File: config.mk
export PLATFORM = sky130hd
export DESIGN_NAME = wb_write_sequencer
export DESIGN_NICKNAME = d
export VERILOG_FILES = /design/src/rtl/wb_write_sequencer.sv
export SDC_FILE = /design/constraint.sdc
export NUM_CORES = 1
export LEC_CHECK = 0
export ABC_AREA = 1
export BUFFER_PORTS_ARGS = -buffer_cell sky130_fd_sc_hd__buf_2
export CAP_MARGIN = 20
export CORE_MARGIN = 2
export CORE_UTILIZATION = 55
export DETAILED_ROUTE_END_ITERATION = 12
export GPL_TIMING_DRIVEN = 0
export PLACE_DENSITY = 0.77
export SLEW_MARGIN = 5
export SYNTH_ARGS = -nofsm -noshare
export SYNTH_HDL_FRONTEND = slang
export SYNTH_SLANG_ARGS = --single-unit
export TNS_END_PERCENT = 30
File: constraint.sdc
create_clock -name clk -period 2.2 [get_ports clk]
set_input_delay 0.22 -clock clk [delete_from_list [all_inputs] [get_ports clk]]
set_output_delay 0.22 -clock clk [all_outputs]
set_load 0.01 [all_outputs]
File: src/rtl/wb_write_sequencer.sv
// Write-back sequencer: queues register writes and replays each one as a
// setup cycle followed by a one-cycle writeM pulse, with read-port bypass.
module wb_write_sequencer #(
   parameter int WORD_SIZE = 16,
   parameter int IDX_W     = 2,
   parameter int DEPTH     = 2
) (
   input  logic                 clk,
   input  logic                 reset_n,
   input  logic                 wb_valid,
   output logic                 wb_ready,
   input  logic [IDX_W-1:0]     wb_idx,
   input  logic [WORD_SIZE-1:0] wb_data,
   output logic                 writeM,
   output logic [IDX_W-1:0]     writeIdx,
   output logic [WORD_SIZE-1:0] writeData,
   input  logic [IDX_W-1:0]     r1Idx,
   input  logic [IDX_W-1:0]     r2Idx,
   output logic                 r1_pending,
   output logic [WORD_SIZE-1:0] r1_fwd,
   output logic                 r2_pending,
   output logic [WORD_SIZE-1:0] r2_fwd,
   output logic                 busy
);

   localparam int PW = $clog2(DEPTH);
   localparam int CW = PW + 1;
   localparam logic [CW-1:0] C_DEPTH = CW'(DEPTH);

   localparam logic [1:0] S_IDLE   = 2'd0;
   localparam logic [1:0] S_SETUP  = 2'd1;
   localparam logic [1:0] S_STROBE = 2'd2;

   logic [1:0]           r_state;
   logic [1:0]           w_state_nx;
   logic [PW-1:0]        r_head;
   logic [PW-1:0]        r_tail;
   logic [PW-1:0]        w_head_nx;
   logic [CW-1:0]        r_count;
   logic [CW-1:0]        w_remain;
   logic [CW-1:0]        w_count_nx;
   logic [IDX_W-1:0]     r_idx_mem [DEPTH];
   logic [WORD_SIZE-1:0] r_data_mem [DEPTH];
   logic                 w_push;
   logic                 w_pop;
   logic                 w_load;
   logic [IDX_W-1:0]     w_ld_idx;
   logic [WORD_SIZE-1:0] w_ld_data;
   logic                 r_wm;
   logic [IDX_W-1:0]     r_widx;
   logic [WORD_SIZE-1:0] r_wdata;
   logic [PW-1:0]        w_p;
   logic                 w_r1_p;
   logic                 w_r2_p;
   logic [WORD_SIZE-1:0] w_r1_f;
   logic [WORD_SIZE-1:0] w_r2_f;

   assign wb_ready   = (r_count < C_DEPTH);
   assign w_push     = wb_valid && wb_ready;
   assign w_pop      = (r_state == S_STROBE);
   assign w_head_nx  = w_pop ? r_head + 1'b1 : r_head;
   assign w_remain   = r_count - {{(CW-1){1'b0}}, w_pop};
   assign w_count_nx = w_remain + {{(CW-1){1'b0}}, w_push};

   always_comb begin
      w_state_nx = r_state;
      unique case (1'b1)
         (r_state == S_IDLE):
            if (r_count != '0 || w_push)
               w_state_nx = S_SETUP;
         (r_state == S_SETUP):
            w_state_nx = S_STROBE;
         (r_state == S_STROBE):
            w_state_nx = (w_count_nx != '0) ? S_SETUP : S_IDLE;
         default:
            w_state_nx = S_IDLE;
      endcase
   end

   // With nothing left behind the popped head, the new head is this cycle's push.
   assign w_load    = (w_state_nx == S_SETUP);
   assign w_ld_idx  = (w_remain != '0) ? r_idx_mem[w_head_nx] : wb_idx;
   assign w_ld_data = (w_remain != '0) ? r_data_mem[w_head_nx] : wb_data;

   always_ff @(posedge clk or negedge reset_n) begin
      if (!reset_n) begin
         r_state <= S_IDLE;
         r_head  <= '0;
         r_tail  <= '0;
         r_count <= '0;
         r_wm    <= 1'b0;
         r_widx  <= '0;
         r_wdata <= '0;
         for (int i = 0; i < DEPTH; i++) begin
            r_idx_mem[i]  <= '0;
            r_data_mem[i] <= '0;
         end
      end else begin
         r_state <= w_state_nx;
         r_head  <= w_head_nx;
         r_count <= w_count_nx;
         r_wm    <= (w_state_nx == S_STROBE);
         if (w_push) begin
            r_idx_mem[r_tail]  <= wb_idx;
            r_data_mem[r_tail] <= wb_data;
            r_tail             <= r_tail + 1'b1;
         end
         if (w_load) begin
            r_widx  <= w_ld_idx;
            r_wdata <= w_ld_data;
         end
      end
   end

   // Oldest to youngest, so a later match overrides an earlier one.
   always_comb begin
      w_r1_p = 1'b0;
      w_r2_p = 1'b0;
      w_r1_f = '0;
      w_r2_f = '0;
      w_p    = r_head;
      for (int i = 0; i < DEPTH; i++) begin
         w_p = r_head + PW'(i);
         if (CW'(i) < r_count) begin
            if (r_idx_mem[w_p] == r1Idx) begin
               w_r1_p = 1'b1;
               w_r1_f = r_data_mem[w_p];
            end
            if (r_idx_mem[w_p] == r2Idx) begin
               w_r2_p = 1'b1;
               w_r2_f = r_data_mem[w_p];
            end
         end
      end
   end

   assign writeM     = r_wm;
   assign writeIdx   = r_widx;
   assign writeData  = r_wdata;
   assign r1_pending = w_r1_p;
   assign r1_fwd     = w_r1_f;
   assign r2_pending = w_r2_p;
   assign r2_fwd     = w_r2_f;
   assign busy       = (r_state != S_IDLE) || (r_count != '0);

endmodule
## After elaboration in Yosys (flattened, before gate mapping)

Index checks and enable logic that the tools add are counted.

- Bits in registers: 61
- Latch bits: 0
- Memory bits (writable): 0
- ROM bits: 0
- Bits of input ports: 25
- Output and inout port bits: 55
- Word-level logic and storage cells: 90
- Memories kept: 0

- $add $sub $neg: 4
- Multiply operators: 0
- Div/mod/pow operators: 0
- $lt $le $gt $ge: 8
- Equal/unequal tests: 8
- Shift-type cells: 0
- Multiplexer cells: 46
- Bitwise logic cells: 4
- Reduce and logical (&&, ||, !) cells: 9

Operators by type and width:

| operator | number |
|---|---|
| 16-bit two-way mux | 19 |
| 32-bit bitwise mux | 1 |
| 2-bit two-way mux | 12 |
| 16-bit demux with 1-bit select | 1 |
| 1-bit two-way mux | 10 |
| 2-bit equality test | 4 |
| 2-bit >= comparator, second input constant | 4 |
| 1-bit NOT with 2-bit output | 4 |
| 2-bit nonzero test | 4 |
| 2-bit case mux with 3 select lines | 1 |
| 4-bit bitwise mux | 1 |
| 2-bit by 1-bit equality test with 1-bit output, second input constant | 2 |
| 2-bit equality test, second input constant | 2 |
| 1-bit by 2-bit < comparator with 1-bit output, first input constant | 2 |
| 1-bit adder, second input constant | 2 |
| 2-bit by 1-bit adder with 2-bit output | 1 |
| 2-bit demux with 1-bit select | 1 |
| 1-bit logical AND | 2 |
| 2-bit zero test | 1 |
| 1-bit logical OR | 2 |
| 2-bit by 1-bit < comparator with 1-bit output, second input constant | 1 |
| 2-bit < comparator, second input constant | 1 |
| 2-bit by 1-bit subtractor with 2-bit output | 1 |

## Longest topological paths before layout

- Depth after elaboration: 9
- Depth in mapped cells: 14
- Mapped depth without buffers: 13

## Least setup slack after synthesis

No wires, ideal clock.

- Path type: reg-to-reg
- From: reg r_state[1]
- To: reg r_wdata[0] (netlist: writeData[0])
- Setup time: 0.116 ns
- Arrival time: 1.763 ns
- Data required time: 2.084 ns
- Setup slack: 0.321 ns
- Cell stages (with the launch flop): 13
- Buffers on the path: 1
- Period minus slack after synthesis: 1.879 ns
- Cell sequence: dfrtp_1 nand2_1 inv_1 ha_1 inv_1 nand3_1 nand2_1 nand3_2 nand2_4 nand2_4 buf_6 nand2_1 nand2_1

- Word-level cells in the longest chain between the ends: 7
- Elaborated cells on any way between the ends: 17
- Those cells by class: add/sub: 2; eq/ne: 3; mux: 8; bitwise: 1; reduce/logical: 3

Ends and longest elaborated chain:

| what | RTL line | source |
|---|---|---|
| start: declaration | 34 | `logic [1:0] r_state;` |
| start signal: assignment | 99 | `r_state <= w_state_nx;` |
| 2-bit equality test | 60, 73 |  |
| 2-bit by 1-bit subtractor with 2-bit output | 62 | `assign w_remain = r_count - {{(CW-1){1'b0}}, w_pop};` |
| 2-bit by 1-bit adder with 2-bit output | 63 | `assign w_count_nx = w_remain + {{(CW-1){1'b0}}, w_push};` |
| 2-bit nonzero test | 74 | `w_state_nx = (w_count_nx != '0) ? S_SETUP : S_IDLE;` |
| 1-bit two-way mux | 74 |  |
| 2-bit case mux with 3 select lines (*) | 67 | `unique case (1'b1)` |
| via w_state_nx[0] | 35 | `logic [1:0] w_state_nx;` |
| 2-bit by 1-bit equality test with 1-bit output (*) | 81 | `assign w_load = (w_state_nx == S_SETUP);` |
| end signal: assignment | 110 | `r_wdata <= w_ld_data;` |
| end: declaration | 51 | `logic [WORD_SIZE-1:0] r_wdata;` |

Mark *: on every way through the listed nets, which the timed path passes. The rest lies on a longest branch. The select of a mux whose other input is x is not followed.
A chain may end at the register's enable or synchronous reset.

## Worst setup path after layout

- From: reg r_head
- To: out r1_fwd[6]

- Word-level cells in the longest chain between the ends: 9
- Elaborated cells on any way between the ends: 21
- Those cells by class: add/sub: 1; eq/ne: 2; mux: 16; bitwise: 2

Ends and longest elaborated chain:

| what | RTL line | source |
|---|---|---|
| start: declaration | 36 | `logic [PW-1:0] r_head;` |
| start signal: assignment | 100 | `r_head <= w_head_nx;` |
| 1-bit NOT with 2-bit output (implied by the code) | 125, 127 |  |
| 2-bit two-way mux (implied by the code) (3 in a row) | 125 | `if (r_idx_mem[w_p] == r1Idx) begin` |
| 2-bit equality test | 125 |  |
| 16-bit two-way mux | 125 |  |
| 16-bit two-way mux | 124 | `if (CW'(i) < r_count) begin` |
| 16-bit two-way mux | 125 |  |
| 16-bit two-way mux (*) | 124 |  |
| end: declaration | 20 | `output logic [WORD_SIZE-1:0] r1_fwd,` |

Mark *: on every way between the ends. The rest lies on a longest branch, timed or not. The select of a mux whose other input is x is not followed.

==> results.txt <==
first-pass GRT wire length: 19300 µm
Synth Net Count: 638
mux share of post-synthesis cell area: 0
Root Buffer: clkbuf_8
wire per inst: 15.4 µm
Simple-Gate Fraction of Synth Area: 0.413
# nets final: 735
# diodes: 0
Initial DRC Count: 687
critical path class: reg2out
Reg power frac: 0.238
Primary FF master, synth: dfrtp_1
max-slew violations: 0
HP Class: in2reg
Placement Setup Slack: 54.2 ps
Switch Pwr: 4.55 mW
met1 usage: 0.482
CP Capture Type: primary output
largest net degree at the start of global routing: 32
FF+latch count, synth: 60
Worst Setup Slack, final: 13.5 ps
Synth Area in Compound Gates: 0.0948
global route overflow: 0
Core Region: 6910 µm²
H-Tree Depth: 3
Final Setup Violations: 0
crit-path max FO: 10
leakage: 2.80 nW
WP data arrival: 1970 ps
Synth Area in Adders: 0.00315
status: finished, final reports clean
initial core utilization: 0.575
Synth Area in XOR/XNOR: 0
row cnt: 30
synth warn: 0
die width: 89.0 µm
Total GRT Usage: 0.321
grt met2 use: 0.472
Switching Fraction: 0.523
Yosys cell types: 22
Remaining DRCs: 0
largest family of logic cells by synthesized area: simple AND/OR/NAND/NOR gates
worst path required time: 1980 ps
hold violation count in the final report: 0
minimum clock period: 2190 ps
Max-Cap Viols: 0
clock-pin slew on the worst setup and hold paths: 80 ps
initial antenna violation count: 0
Seq/Total Area, Yosys: 0.378
power density over cell area: 1800 nW/µm²
Routed Antenna Nets: 0
max frequency: 457 MHz
Worst-Skew Late Latency: 350 ps
Post-synth EDFFs: 0
gp weighted congestion: 0.947
busiest grt layer: met1
# clock sinks: 60
CTS Buffer Depth: 2
Worst VDD drop: 1240 µV
routed vias: 4456
Num CTS Buffers: 9
Async S/R FF share, synth: 1.00
Clk pwr share: 0.130
Logic pwr share: 0.632
share of layout cells above drive strength 1: 0.210
worst slew pin tran: 726 ps
RSZ-0062 raised after global routing: true
Max-slew headroom: 0.516
Vias/cell: 5.50
Netlist Area Pre-Place: 3970 µm²
kind of start point of the critical path: flop
P_int: 4.15 mW
total power: 8.70 mW
synthesis-to-finish area growth: 21.7%
Pre-antenna DRT Iters: 6
Die Area: 7920 µm²
Die H: 89.0 µm
Final period util: 0.994
mean post-synth cell area: 6.49 µm²
I/O Buffers: 79
met3 Use GR: 0.0656
CTS tree: built
vias in the first global route: 3874
DP HPWL: 9230 µm
cell count after synthesis: 612
WL final: 12400 µm
Worst Skew: 8.41 ps
Ports: 80
[kinds of logic after synthesis]
family	Yosys count
AOI/OAI and AO/OA	73
DFF	60
buffers and inverters	100
adders and majority gates	1
and+or+nand+nor	378
[cell usage after synthesis, types with 2 or more instances]
library cell / count / area (µm²)
clkbuf_1: 9 / 33.8
o21ai_0: 72 / 360
buf_6: 4 / 45.0
dfrtp_1: 60 / 1500
inv_1: 66 / 248
nand2_4: 4 / 45.0
nand3_1: 97 / 485
nand3_4: 2 / 35.0
nand2_2: 5 / 31.3
buf_2: 9 / 45.0
buf_1: 2 / 7.51
inv_2: 2 / 7.51
buf_4: 5 / 37.5
inv_4: 3 / 18.8
nor2_1: 5 / 18.8
nor2_4: 2 / 22.5
nor2_2: 2 / 12.5
nand2_1: 259 / 972
[cell usage in the layout (no fill, tap or decap), types with 2 or more instances in the layout]
master | Yosys | routed
nand2_1 | 259 | 257
nand3_1 | 97 | 96
buf_2 | 9 | 85
o21ai_0 | 72 | 72
inv_1 | 66 | 64
dfrtp_1 | 60 | 59
buf_4 | 5 | 10
clkbuf_8 | 0 | 9
nand2_2 | 5 | 7
nor2_1 | 5 | 5
clkbuf_1 | 9 | 5
buf_6 | 4 | 4
nand2_4 | 4 | 4
inv_6 | 0 | 3
inv_2 | 2 | 3
clkbuf_2 | 0 | 3
buf_1 | 2 | 3
clkinvlp_4 | 0 | 3
nor2_2 | 2 | 2
nor2_4 | 2 | 2
inv_4 | 3 | 2
nand3_2 | 1 | 2
nand3_4 | 2 | 2
bufinv_16 | 0 | 2
[stage by stage]
| stage | utilization | hold slack, ps | area, µm² | TNS, ps | std cells |
|---|---|---|---|---|---|
| final | 0.700 | 145 | 4830 | 0 | 810 |
| after global placement | 0.650 | 481 | 4490 | 0 | 787 |
| after detailed placement | 0.653 | 320 | 4510 | 0 | 788 |
| after CTS | 0.688 | 140 | 4750 | -25.0 | 806 |
| after floorplan | - | -75.6 | 3970 | 0 | 612 |
| after global routing | 0.700 | 149 | 4830 | -922 | 810 |
[worst paths after layout]
kind / start / endpoint / slack, ps / cells after the start
max: r_head / r1_fwd[6] / 10 / 7
min: wb_data[7] / r_data_mem[23] / 150 / 3
max reg2reg: r_state[1] / writeData[0] / 160 / 12
min reg2reg: r_tail / r_tail / 500 / 2
max in group asynchronous: reset_n / r_data_mem[19] / 1120 / 3
min in group asynchronous: reset_n / r_data_mem[16] / 470 / 2
[state kept, by name (all words and copies together), names as in the netlist]
name / count
r_state: 2
r_tail: 1
writeData: 16
r_head: 1
r_idx_mem: 4
r_count: 2
writeIdx: 2
r_data_mem: 32
[critical path, stage by stage, from the launching register on]
cell and delay [ps]:
dfrtp_1 380, buf_4 210, buf_1 400, nand2_1 100, o21ai_0 190, nand2_1 130
nand2_1 80, buf_2 120
[timing repair]
item | 4_1_cts | 5_1_grt
cloned | 0 | 2
gates resized for setup | 0 | 24
hold buffers | 1 | 0
hold endpoints to repair | 30 | 0
endpoints found under the setup margin | 11 | 44
buffers inserted | 2 | 2
pin swaps | 1 | 4
[layout make-up]
cell class	count	area [µm²]
inverters	71	282
clock buffers	9	124
repair buffers	87	488
fillers	628	2070
clock inverters	7	100
multi-input cells	452	2040
flip-flops and latches	60	1500
plain buffers	28	180
well taps	96	120
[per-layer routing]
| layer | share of wire | up-vias |
|---|---|---|
| met1 | 0.44 | 2004 |
| met4 | 0.021 | 0 |
| met3 | 0.11 | 27 |
| met5 | 0 | - |
| li1 | - | 2125 |
| met2 | 0.43 | 300 |
[power groups by stage]
stage / Sequential (mW) / Combinational [mW] / Clock (mW)
after CTS: 2.04 / 5.27 / 1.13
after global placement: 2.03 / 5.08 / 0
final: 2.07 / 5.50 / 1.13
after detailed placement: 2.06 / 5.21 / 0
after floorplan: 2.04 / 3.54 / 0
after global routing: 2.13 / 6.12 / 1.18
Power figures use the tool's default switching activity.
